===== src/rtl/hazard_ctrl_pkg.sv =====
// Shared types and helpers for the hazard_ctrl pipeline sequencer.
// State encodings, the zero-register constant and the source-operand compare.
`timescale 1ns/1ps
package hazard_ctrl_pkg;

    typedef enum logic {
        HZ_RUN     = 1'b0,
        HZ_MD_BUSY = 1'b1
    } hz_state_e;

    localparam logic [4:0] REG_ZERO = 5'd0;

    // True when an ID source operand is actually read and names the load's destination.
    function automatic logic srcHazard(input logic uses, input logic [4:0] src,
                                       input logic [4:0] dst);
        return uses && (src == dst);
    endfunction

endpackage


===== src/rtl/hazard_wdog.sv =====
// Mul/div watchdog counter: cleared while idle, counts while busy and
// flags expiry on the cycle the count reaches MD_TIMEOUT-1.
`timescale 1ns/1ps
module hazard_wdog #(
    parameter int MD_TIMEOUT = 64,
    parameter int CNT_W      = 10
) (
    input  logic clk,
    input  logic rst,
    input  logic clr,
    input  logic en,
    output logic expired
);

    localparam logic [CNT_W-1:0] LIMIT = CNT_W'(MD_TIMEOUT - 1);

    logic [CNT_W-1:0] cnt_q;
    logic [CNT_W-1:0] cnt_d;

    always_comb begin
        cnt_d = cnt_q;
        if (clr) begin
            cnt_d = '0;
        end else if (en) begin
            cnt_d = cnt_q + 1'b1;
        end
    end

    always_ff @(posedge clk or negedge rst) begin
        if (!rst) begin
            cnt_q <= '0;
        end else begin
            cnt_q <= cnt_d;
        end
    end

    assign expired = en && (cnt_q == LIMIT);

endmodule


===== src/rtl/hazard_ctrl.sv =====
// Pipeline sequencer for IF_ID / ID_EX / PC: load-use stalls, branch redirects
// and mul/div occupancy with watchdog. Optional stall counter: HAZARD_PERF_EN.
`timescale 1ns/1ps
module hazard_ctrl
    import hazard_ctrl_pkg::*;
#(
    parameter int MD_TIMEOUT = 64,
    parameter int CNT_W      = 10
) (
    input  logic        clk,
    input  logic        rst,
    input  logic [4:0]  id_rs,
    input  logic [4:0]  id_rt,
    input  logic        id_uses_rs,
    input  logic        id_uses_rt,
    input  logic        id_md_op,
    input  logic        ex_mem_read,
    input  logic [4:0]  ex_rt,
    input  logic        ex_branch_taken,
    input  logic        md_done,
    output logic        pc_write,
    output logic        if_id_write,
    output logic        if_id_flush,
    output logic        id_ex_flush,
    output logic        md_start,
    output logic        md_timeout,
    output logic        busy,
    output logic [31:0] stall_cycles
);

    hz_state_e state_q;
    hz_state_e state_d;
    logic      load_use;
    logic      wd_expired;

    assign load_use = ex_mem_read && (ex_rt != REG_ZERO) &&
                      (srcHazard(id_uses_rs, id_rs, ex_rt) ||
                       srcHazard(id_uses_rt, id_rt, ex_rt));

    hazard_wdog #(
        .MD_TIMEOUT(MD_TIMEOUT),
        .CNT_W     (CNT_W)
    ) u_wdog (
        .clk    (clk),
        .rst    (rst),
        .clr    (state_q == HZ_RUN),
        .en     (state_q == HZ_MD_BUSY),
        .expired(wd_expired)
    );

    always_ff @(posedge clk or negedge rst) begin
        if (!rst) begin
            state_q <= HZ_RUN;
        end else begin
            state_q <= state_d;
        end
    end

    // A branch squashes the ID instruction and a load-use holds it, so neither launches mul/div.
    always_comb begin
        state_d = state_q;
        case (state_q)
            HZ_RUN: begin
                if (!ex_branch_taken && !load_use && id_md_op) begin
                    state_d = HZ_MD_BUSY;
                end
            end
            HZ_MD_BUSY: begin
                if (md_done || wd_expired) begin
                    state_d = HZ_RUN;
                end
            end
            default: state_d = HZ_RUN;
        endcase
    end

    // Outputs are forced low whenever reset is asserted, independent of the clock.
    always_comb begin
        pc_write    = 1'b0;
        if_id_write = 1'b0;
        if_id_flush = 1'b0;
        id_ex_flush = 1'b0;
        md_start    = 1'b0;
        md_timeout  = 1'b0;
        busy        = 1'b0;
        if (rst) begin
            case (state_q)
                HZ_RUN: begin
                    pc_write    = 1'b1;
                    if_id_write = 1'b1;
                    if (ex_branch_taken) begin
                        if_id_flush = 1'b1;
                        id_ex_flush = 1'b1;
                    end else if (load_use) begin
                        pc_write    = 1'b0;
                        if_id_write = 1'b0;
                        id_ex_flush = 1'b1;
                    end else if (id_md_op) begin
                        md_start = 1'b1;
                    end
                end
                HZ_MD_BUSY: begin
                    busy = 1'b1;
                    if (md_done) begin
                        pc_write    = 1'b1;
                        if_id_write = 1'b1;
                    end else if (wd_expired) begin
                        pc_write    = 1'b1;
                        if_id_write = 1'b1;
                        md_timeout  = 1'b1;
                    end else begin
                        id_ex_flush = 1'b1;
                    end
                end
                default: ;
            endcase
        end
    end

`ifdef HAZARD_PERF_EN
    logic [31:0] stall_q;
    logic [31:0] stall_d;

    always_comb begin
        stall_d = stall_q;
        if (rst && !pc_write && (stall_q != 32'hFFFF_FFFF)) begin
            stall_d = stall_q + 32'd1;
        end
    end

    always_ff @(posedge clk or negedge rst) begin
        if (!rst) begin
            stall_q <= '0;
        end else begin
            stall_q <= stall_d;
        end
    end

    assign stall_cycles = stall_q;
`else
    assign stall_cycles = '0;
`endif

endmodule


===== config.mk =====
export PLATFORM = sky130hd
export DESIGN_NAME = hazard_ctrl
export DESIGN_NICKNAME = d
export VERILOG_FILES = /design/src/rtl/hazard_ctrl_pkg.sv /design/src/rtl/hazard_wdog.sv /design/src/rtl/hazard_ctrl.sv
export SDC_FILE = /design/constraint.sdc
export NUM_CORES = 1
export LEC_CHECK = 0
export ABC_AREA = 0
export CELL_PAD_IN_SITES_DETAIL_PLACEMENT = 1
export CELL_PAD_IN_SITES_GLOBAL_PLACEMENT = 1
export CORE_ASPECT_RATIO = 1.75
export CORE_MARGIN = 2
export CORE_UTILIZATION = 22
export DETAILED_ROUTE_END_ITERATION = 16
export GPL_ROUTABILITY_DRIVEN = 0
export HOLD_SLACK_MARGIN = 0.12
export PLACE_DENSITY_LB_ADDON = 0.1
export SLEW_MARGIN = 10
export SYNTH_ARGS = -nofsm -noshare
export SYNTH_HDL_FRONTEND = slang
export SYNTH_SLANG_ARGS = --single-unit

===== constraint.sdc =====
create_clock -name clk -period 2.4 [get_ports clk]
set_input_delay 0.6 -clock clk [delete_from_list [all_inputs] [get_ports clk]]
set_output_delay 0.6 -clock clk [all_outputs]
set_load 0.1 [all_outputs]

After elaboration in Yosys (flattened, before gate mapping)
Cells that the tools add are included.
Word-level totals
  register bits after elaboration: 11
  output and inout bits: 39
  word-level logic and storage cells: 48
Operators by class
  add/subtract/negate cells: 1
  equal/unequal tests: 3
  muxes and demuxes: 29
  bitwise gates (word level): 1
  reduce and logical (&&, ||, !) cells: 12
Operators by type and width (count)
  $mux W1: 25
  $add A10 B1 Y10 const B: 1
  $eq A10 B6 Y1 const B: 1
  $eq A5 B5 Y1: 2
  $mux W10: 1
  $logic_and A1 B1 Y1: 7
  $pmux W1 S2: 3
  $reduce_bool A5 Y1: 1
  $logic_not A1 Y1: 2
  $logic_or A1 B1 Y1: 2
  $not A1 Y1: 1

Depth between registers and ports, before layout
Gate-level depths: netlist of the first run.
  word-level depth: 9
  mapped depth: 6

Hierarchy
Synthesis of the first run repeated with hierarchy kept, for this count alone.
Second synthesis, totals
  cells, all modules: 121
  area total of the unflattened synthesis: 1017.2 um2
By module, submodules not included
  hazard_wdog: times used 1, cells each 52, area each 510.5 um2, seq. area each 250.2 um2
  hazard_ctrl: times used 1, cells each 69, area each 506.7 um2, seq. area each 25.0 um2

Worst setup path before layout of the first run
Ideal clock, no wire load.
  kind: input to output
  from: input ex_rt[1]
  to: output md_start
  data arrival time: 6.101 ns
  data required time: 1.800 ns
  setup slack: -4.301 ns
  stages: 4
  buffers on the path: 0
  cells stage by stage: or4_1 o21ai_1 inv_1 a2111oi_0
Between the ends
  longest elaborated chain between the ends: 8
  elaborated cells between the ends (all ways): 12
RTL lines
  start: declaration: line hazard_ctrl.sv:18  | input logic [4:0] ex_rt,
  $eq A5 B5 Y1: line hazard_ctrl_pkg.sv:16  | return uses && (src == dst);
  $logic_and A1 B1 Y1: line hazard_ctrl_pkg.sv:16
  $logic_or A1 B1 Y1: line hazard_ctrl.sv:37  | (srcHazard(id_uses_rs, id_rs, ex_rt) ||
  $logic_and A1 B1 Y1 (*): line hazard_ctrl.sv:36  | assign load_use = ex_mem_read && (ex_rt != REG_ZERO) &&
  $mux W1 (*): line hazard_ctrl.sv:94  | end else if (load_use) begin
  $mux W1 (*): line hazard_ctrl.sv:91  | if (ex_branch_taken) begin
  $mux W1 (*): line hazard_ctrl.sv:87  | case (state_q)
  $mux W1 (*): line hazard_ctrl.sv:86  | if (rst) begin
  end: declaration: line hazard_ctrl.sv:25  | output logic md_start,
Mark *: on every way between the ends. The rest lies on a longest branch, timed or not.

Worst setup path after layout of the first run
  from: register u_wdog.cnt_q[9]
  to: output id_ex_flush
Between the ends
  longest elaborated chain between the ends: 6
RTL lines
  start: declaration: line hazard_wdog.sv:17  | logic [CNT_W-1:0] cnt_q;
  start signal: assignment: line hazard_wdog.sv:33  | cnt_q <= cnt_d;
  $eq A10 B6 Y1: line hazard_wdog.sv:37  | assign expired = en && (cnt_q == LIMIT);
  $logic_and A1 B1 Y1: line hazard_wdog.sv:37
  $mux W1: line hazard_ctrl.sv:107  | end else if (wd_expired) begin
  $mux W1: line hazard_ctrl.sv:104  | if (md_done) begin
  $pmux W1 S2: line hazard_ctrl.sv:87
  $mux W1: line hazard_ctrl.sv:86
  end: declaration: line hazard_ctrl.sv:24  | output logic id_ex_flush,
Every way passes these cells.

==> qor.csv, run 1 <==
metric,value,unit
p_clk_frac,0.209,
grt_overflow,0,
initial_core_util,0.226,
drtIter0Drc,3,
syn_inst,114,
critPathKind,reg2out,
grt_max_degree,17,
slowest_delay,0.53,ns
synth_edf_count,0,
dp_hpwl,2.37,mm
critPathTopFamily,simple AND/OR/NAND/NOR gates,
diodes,0,
coreArea,4320,um^2
p_comb_frac,0.562,
intPower,444,uW
switchingPower,440,uW
synthArstFlopShare,1.00,
numCtsBuffers,3,
yosysMostFrequentCell,buf_4,
synth_area,978,um^2
synth_flop_cell,dfrtp_1,
clk_path_buf_depth,2,
rows,32,
power.density,553,nW/um^2
critPathSlowestCell,or4b_4,
n_fill_cell,532,
worstPathArrival,2.39,ns
maxCapViolCount,0,
fin_worst_skew,0.00587,ns
wl,2.73,mm
seq_area,275,um^2
rsz0062_at_grt,yes,
crit_path_end_kind,output port,
fmax,335,MHz
grt_pass1_wl,4.59,mm
grt_antenna_before_repair,0,
synth-seq-area-share,0.281,
pin_count,62,
ys_warn_count,0,
area_growth,63.6,%
die_h,92.2,um
power_frac_seq,0.228,
netlist_top_cells_count,"buf_4 (33), xnor2_1 (12), dfrtp_1 (11)",
place_inst,213,
htreeDepth,1,
cp.buffers_inverters,1,
clk_latency,0.24,ns
ant_nets,0,
violations,setup timing,
critPathRequiredTime,1.80,ns
fin_ws,-0.589,ns
period_share,1.25,
synth_top_area_share,0.281,
layout-drive-gt1-share,0.300,
yosysUniqueCellTypes,30,
finalPower,885,uW
period_needed,2.99,ns
detail_route.wl_per_cell,12.3,um
holdBufCountCts,0,
p_sw_frac,0.498,
firstDrtPassIters,2,
outcome,"complete, but fails checks",
viasPerCell,4.04,
hold_viol_final,0,
port_buffers,29,
cts.sinks,11,
fin_setup_tns,-2.37,ns
grt_usage,0.122,
syn-mean-instance-area,8.58,um^2
cts_tree,yes,
finalNetCount,195,
synth_seq_cells,11,
synth_area_leaders,"dfrtp_1 (28%), buf_4 (25%), xnor2_1 (11%), and2_1 (4.5%), nand2_1 (3.1%)",
peakVddDrop,0.304,mV
critPathLaunchType,register,
instances_no_fill,221,
grt_pass1_vias,1026,
die_area,5020,um^2
drc_errors,0,
cts_root_buffer,clkbuf_8,
hold_class,in2async,
crit_chain,or4b_4 > or4_4 > and3b_2 > a221o_2 > buf_12,
power_leakage,0.729,nW
slew_viol_final,0,
clkSlewWorstSetupHoldPaths,0.05,ns
setup-violations-final,5,
cp_max_fo,3,
yosysTopAreaCell,dfrtp_1,
detailroute.via_count,893,
die_x,54.4,um
multi_input_area,644,um^2
## area by class of cell
cell class,count,area share
Clock buffer,4,0.0281
Multi-Input combinational cell,98,0.403
Timing Repair Buffer,55,0.353
Sequential cell,11,0.172
Inverter,2,0.00469
Tap cell,51,0.0399
## power by group through the flow
stage               sequential, mW  combinational (mW)  clock [mW]
floorplan                    0.208               0.397           0
global placement             0.204               0.482           0
detailed placement           0.205               0.485           0
CTS                          0.202               0.492       0.193
global route                 0.203               0.522       0.200
finish                       0.202               0.497       0.185
## path summary, 6_finish.rpt
check | startpoint | to | slack [ns] | cells after the start
setup / recovery | u_wdog.cnt_q[9]$_DFF_PN0_ | id_ex_flush | -0.59 | 5
hold / removal | rst | u_wdog.cnt_q[5]$_DFF_PN0_ | 0.46 | 2
setup reg to reg | u_wdog.cnt_q[9]$_DFF_PN0_ | state_q$_DFF_PN0_ | 0.52 | 4
hold reg to reg | u_wdog.cnt_q[0]$_DFF_PN0_ | u_wdog.cnt_q[0]$_DFF_PN0_ | 0.54 | 2
max in group asynchronous | rst | u_wdog.cnt_q[4]$_DFF_PN0_ | 1.82 | 2
min in group clk | u_wdog.cnt_q[0]$_DFF_PN0_ | u_wdog.cnt_q[0]$_DFF_PN0_ | 0.54 | 2
## flip-flops by register name, summed over array words and instances (netlist names)
name and cells:
state_q 1, u_wdog.cnt_q 10
## stage by stage
step	utilization	hold slack, ns	setup slack (ns)	instance area (um^2)
2_1_floorplan	-	0.304	-0.939	1150
3_3_place_gp	0.341	0.513	-0.784	1470
3_5_place_dp	0.341	0.529	-0.827	1470
4_1_cts	0.363	0.463	-0.591	1570
5_1_grt	0.370	0.481	-0.630	1600
6_report	0.370	0.462	-0.589	1600
## layout by cell type, fill, tap and decap left out, types with 2 or more instances in the layout
cell	Yosys	routed
nand3_1	3	3
o21ai_0	3	3
conb_1	1	32
nand2_1	8	8
buf_12	0	7
or4_4	0	2
buf_4	33	22
xor2_1	3	3
dfrtp_1	11	11
a21boi_0	2	2
clkbuf_8	0	3
or3_1	3	3
buf_6	0	6
dlygate4sd2_1	0	3
clkdlybuf4s50_1	0	15
and2_1	7	7
nor3_1	5	4
nand4_1	3	3
xnor2_1	12	12
## metal layers
metal / up-vias / part of all wire / global-route usage
met4: 0 / 0.0029 / 0.0313
met2: 35 / 0.58 / 0.228
met1: 423 / 0.34 / 0.128
li1: 433 / - / -
met5: - / 0 / 0
met3: 2 / 0.074 / 0.0261
## cell families after synthesis
family	share of synthesized area
xor+xnor	0.134
other cells	0.00383
buf+inv	0.265
simple gates	0.217
compound gates	0.0857
fa+ha+maj	0.0128
flops	0.281
## repair_timing
item / 4_1_cts / 5_1_grt
gates resized for setup: 20 / 11
cloned: 0 / 0
pin swaps: 8 / 6
endpoints found under the hold margin: 0 / 0
endpoints found under the setup margin: 6 / 5
buffers inserted: 4 / 1
(Power assumes the default switching activity.)
==> inputs of run 2 (changes only) <==
--- a/config.mk
+++ b/config.mk
@@ -10,7 +10,8 @@
 export CELL_PAD_IN_SITES_GLOBAL_PLACEMENT = 1
 export CORE_ASPECT_RATIO = 1.75
 export CORE_MARGIN = 2
-export CORE_UTILIZATION = 22
+export CORE_UTILIZATION = 23
+export CTS_BUF_LIST = sky130_fd_sc_hd__clkbuf_2
 export DETAILED_ROUTE_END_ITERATION = 16
 export GPL_ROUTABILITY_DRIVEN = 0
 export HOLD_SLACK_MARGIN = 0.12
==> qor.csv, run 2 (synthesized netlist as in run 1, its figures left out) <==
metric,value,unit
pin_count,62,
critPathKind,reg2out,
rows,31,
detailroute.via_count,934,
crit_path_end_kind,output port,
coreArea,4110,um^2
grt_overflow,0,
largest_reg_flops,10,
n_fill_cell,518,
die_h,90.3,um
setup-violations-final,5,
critPathRequiredTime,1.80,ns
fin_worst_skew,0.00292,ns
grt_usage,0.127,
clk_path_buf_depth,2,
power.density,497,nW/um^2
port_buffers,29,
wl,2.76,mm
met2_usage,0.255,
critPathLaunchType,register,
rsz0062_at_grt,yes,
dp_hpwl,2.39,mm
top_regs,"u_wdog.cnt_q (10), state_q (1)",
ant_nets,0,
place_inst,217,
fin_ws,-0.602,ns
clk_latency,0.26,ns
firstDrtPassIters,3,
final_util,0.393,
htreeDepth,1,
cts_root_buffer,clkbuf_2,
mostFrequentLayoutCells,"conb_1 (32), buf_4 (29), clkdlybuf4s50_1 (15), xnor2_1 (11), dfrtp_1 (11)",
top_register,u_wdog.cnt_q,
layout-drive-gt1-share,0.335,
use_met1,0.110,
power_leakage,0.770,nW
cts_tree,yes,
grt_pass1_vias,1070,
detail_route.wl_per_cell,12.3,um
instances_no_fill,225,
diodes,0,
area_growth,65.2,%
slew_viol_final,0,
final_common_cell,conb_1,
holdBufCountCts,0,
peakVddDrop,0.275,mV
cp_max_fo,3,
die_x,53.3,um
worstPathArrival,2.40,ns
hold_viol_final,0,
place_area,1520,um^2
grt_max_degree,17,
grt_pass1_wl,4.64,mm
design_area,1620,um^2
period_share,1.25,
finalPower,804,uW
busiest_layer,met2,
die_area,4810,um^2
fmax,333,MHz
finalNetCount,201,
drc_errors,0,
period_needed,3.00,ns
maxCapViolCount,0,
viasPerCell,4.15,
violations,setup timing,
hold_slack,0.543,ns
met3_usage,0.0166,
grt_antenna_before_repair,0,
clkSlewWorstSetupHoldPaths,0.11,ns
numCtsBuffers,3,
outcome,"complete, but fails checks",
drtIter0Drc,15,
hold_class,reg2reg,
initial_core_util,0.238,
cts.sinks,11,
-- run 2: path summary, 6_finish.rpt --
kind,startpoint,to,slack [ns],cells after the start
min in group asynchronous,rst,u_wdog.cnt_q[9]$_DFF_PN0_,0.80,3
max,u_wdog.cnt_q[6]$_DFF_PN0_,id_ex_flush,-0.60,5
max reg2reg,u_wdog.cnt_q[6]$_DFF_PN0_,state_q$_DFF_PN0_,0.55,4
min,u_wdog.cnt_q[0]$_DFF_PN0_,u_wdog.cnt_q[0]$_DFF_PN0_,0.54,2
min reg2reg,u_wdog.cnt_q[0]$_DFF_PN0_,u_wdog.cnt_q[0]$_DFF_PN0_,0.54,2
max in group asynchronous,rst,state_q$_DFF_PN0_,1.45,3
-- run 2: report_power, final --
group          internal (mW)  switching, mW  total [mW]
Combinational          0.130          0.366       0.496
Sequential             0.196        0.00564       0.201
Clock                 0.0442         0.0627       0.107
Total                  0.370          0.434       0.804
-- run 2: critical path, cell delays in order (launching register included) --
cell and delay (ns):
dfrtp_1 0.40, or4b_1 0.50, or4_4 0.43, and3b_2 0.25, a221o_2 0.38, buf_12 0.17
-- run 2: layer usage --
metal,share of wire,vias up
met5,0,-
met4,0.019,0
met3,0.047,6
met2,0.64,35
met1,0.29,451
li1,-,442
-- run 2: repair_timing --
| item | in CTS | in global routing |
|---|---|---|
| endpoints found under the setup margin | 5 | 5 |
| cloned | 0 | 0 |
| setup buffers | 2 | 2 |
| pin swaps | 9 | 8 |
| resized for setup | 17 | 11 |
-- run 2: metrics by stage --
| step | setup TNS [ns] | setup WS [ns] |
|---|---|---|
| after floorplan | -3.49 | -0.939 |
| after global placement | -2.90 | -0.766 |
| after detailed placement | -3.00 | -0.792 |
| after CTS | -2.82 | -0.637 |
| after global routing | -2.93 | -0.697 |
| final | -2.49 | -0.602 |
-- run 2: layout make-up --
class,count,area (um^2),share of cell area
multi-input cells,98,646,0.399
repair buffers,61,607,0.375
flip-flops and latches,11,275,0.170
well taps,49,61.3,0.0379
clock buffers,4,20.0,0.0124
inverters,2,7.51,0.00464
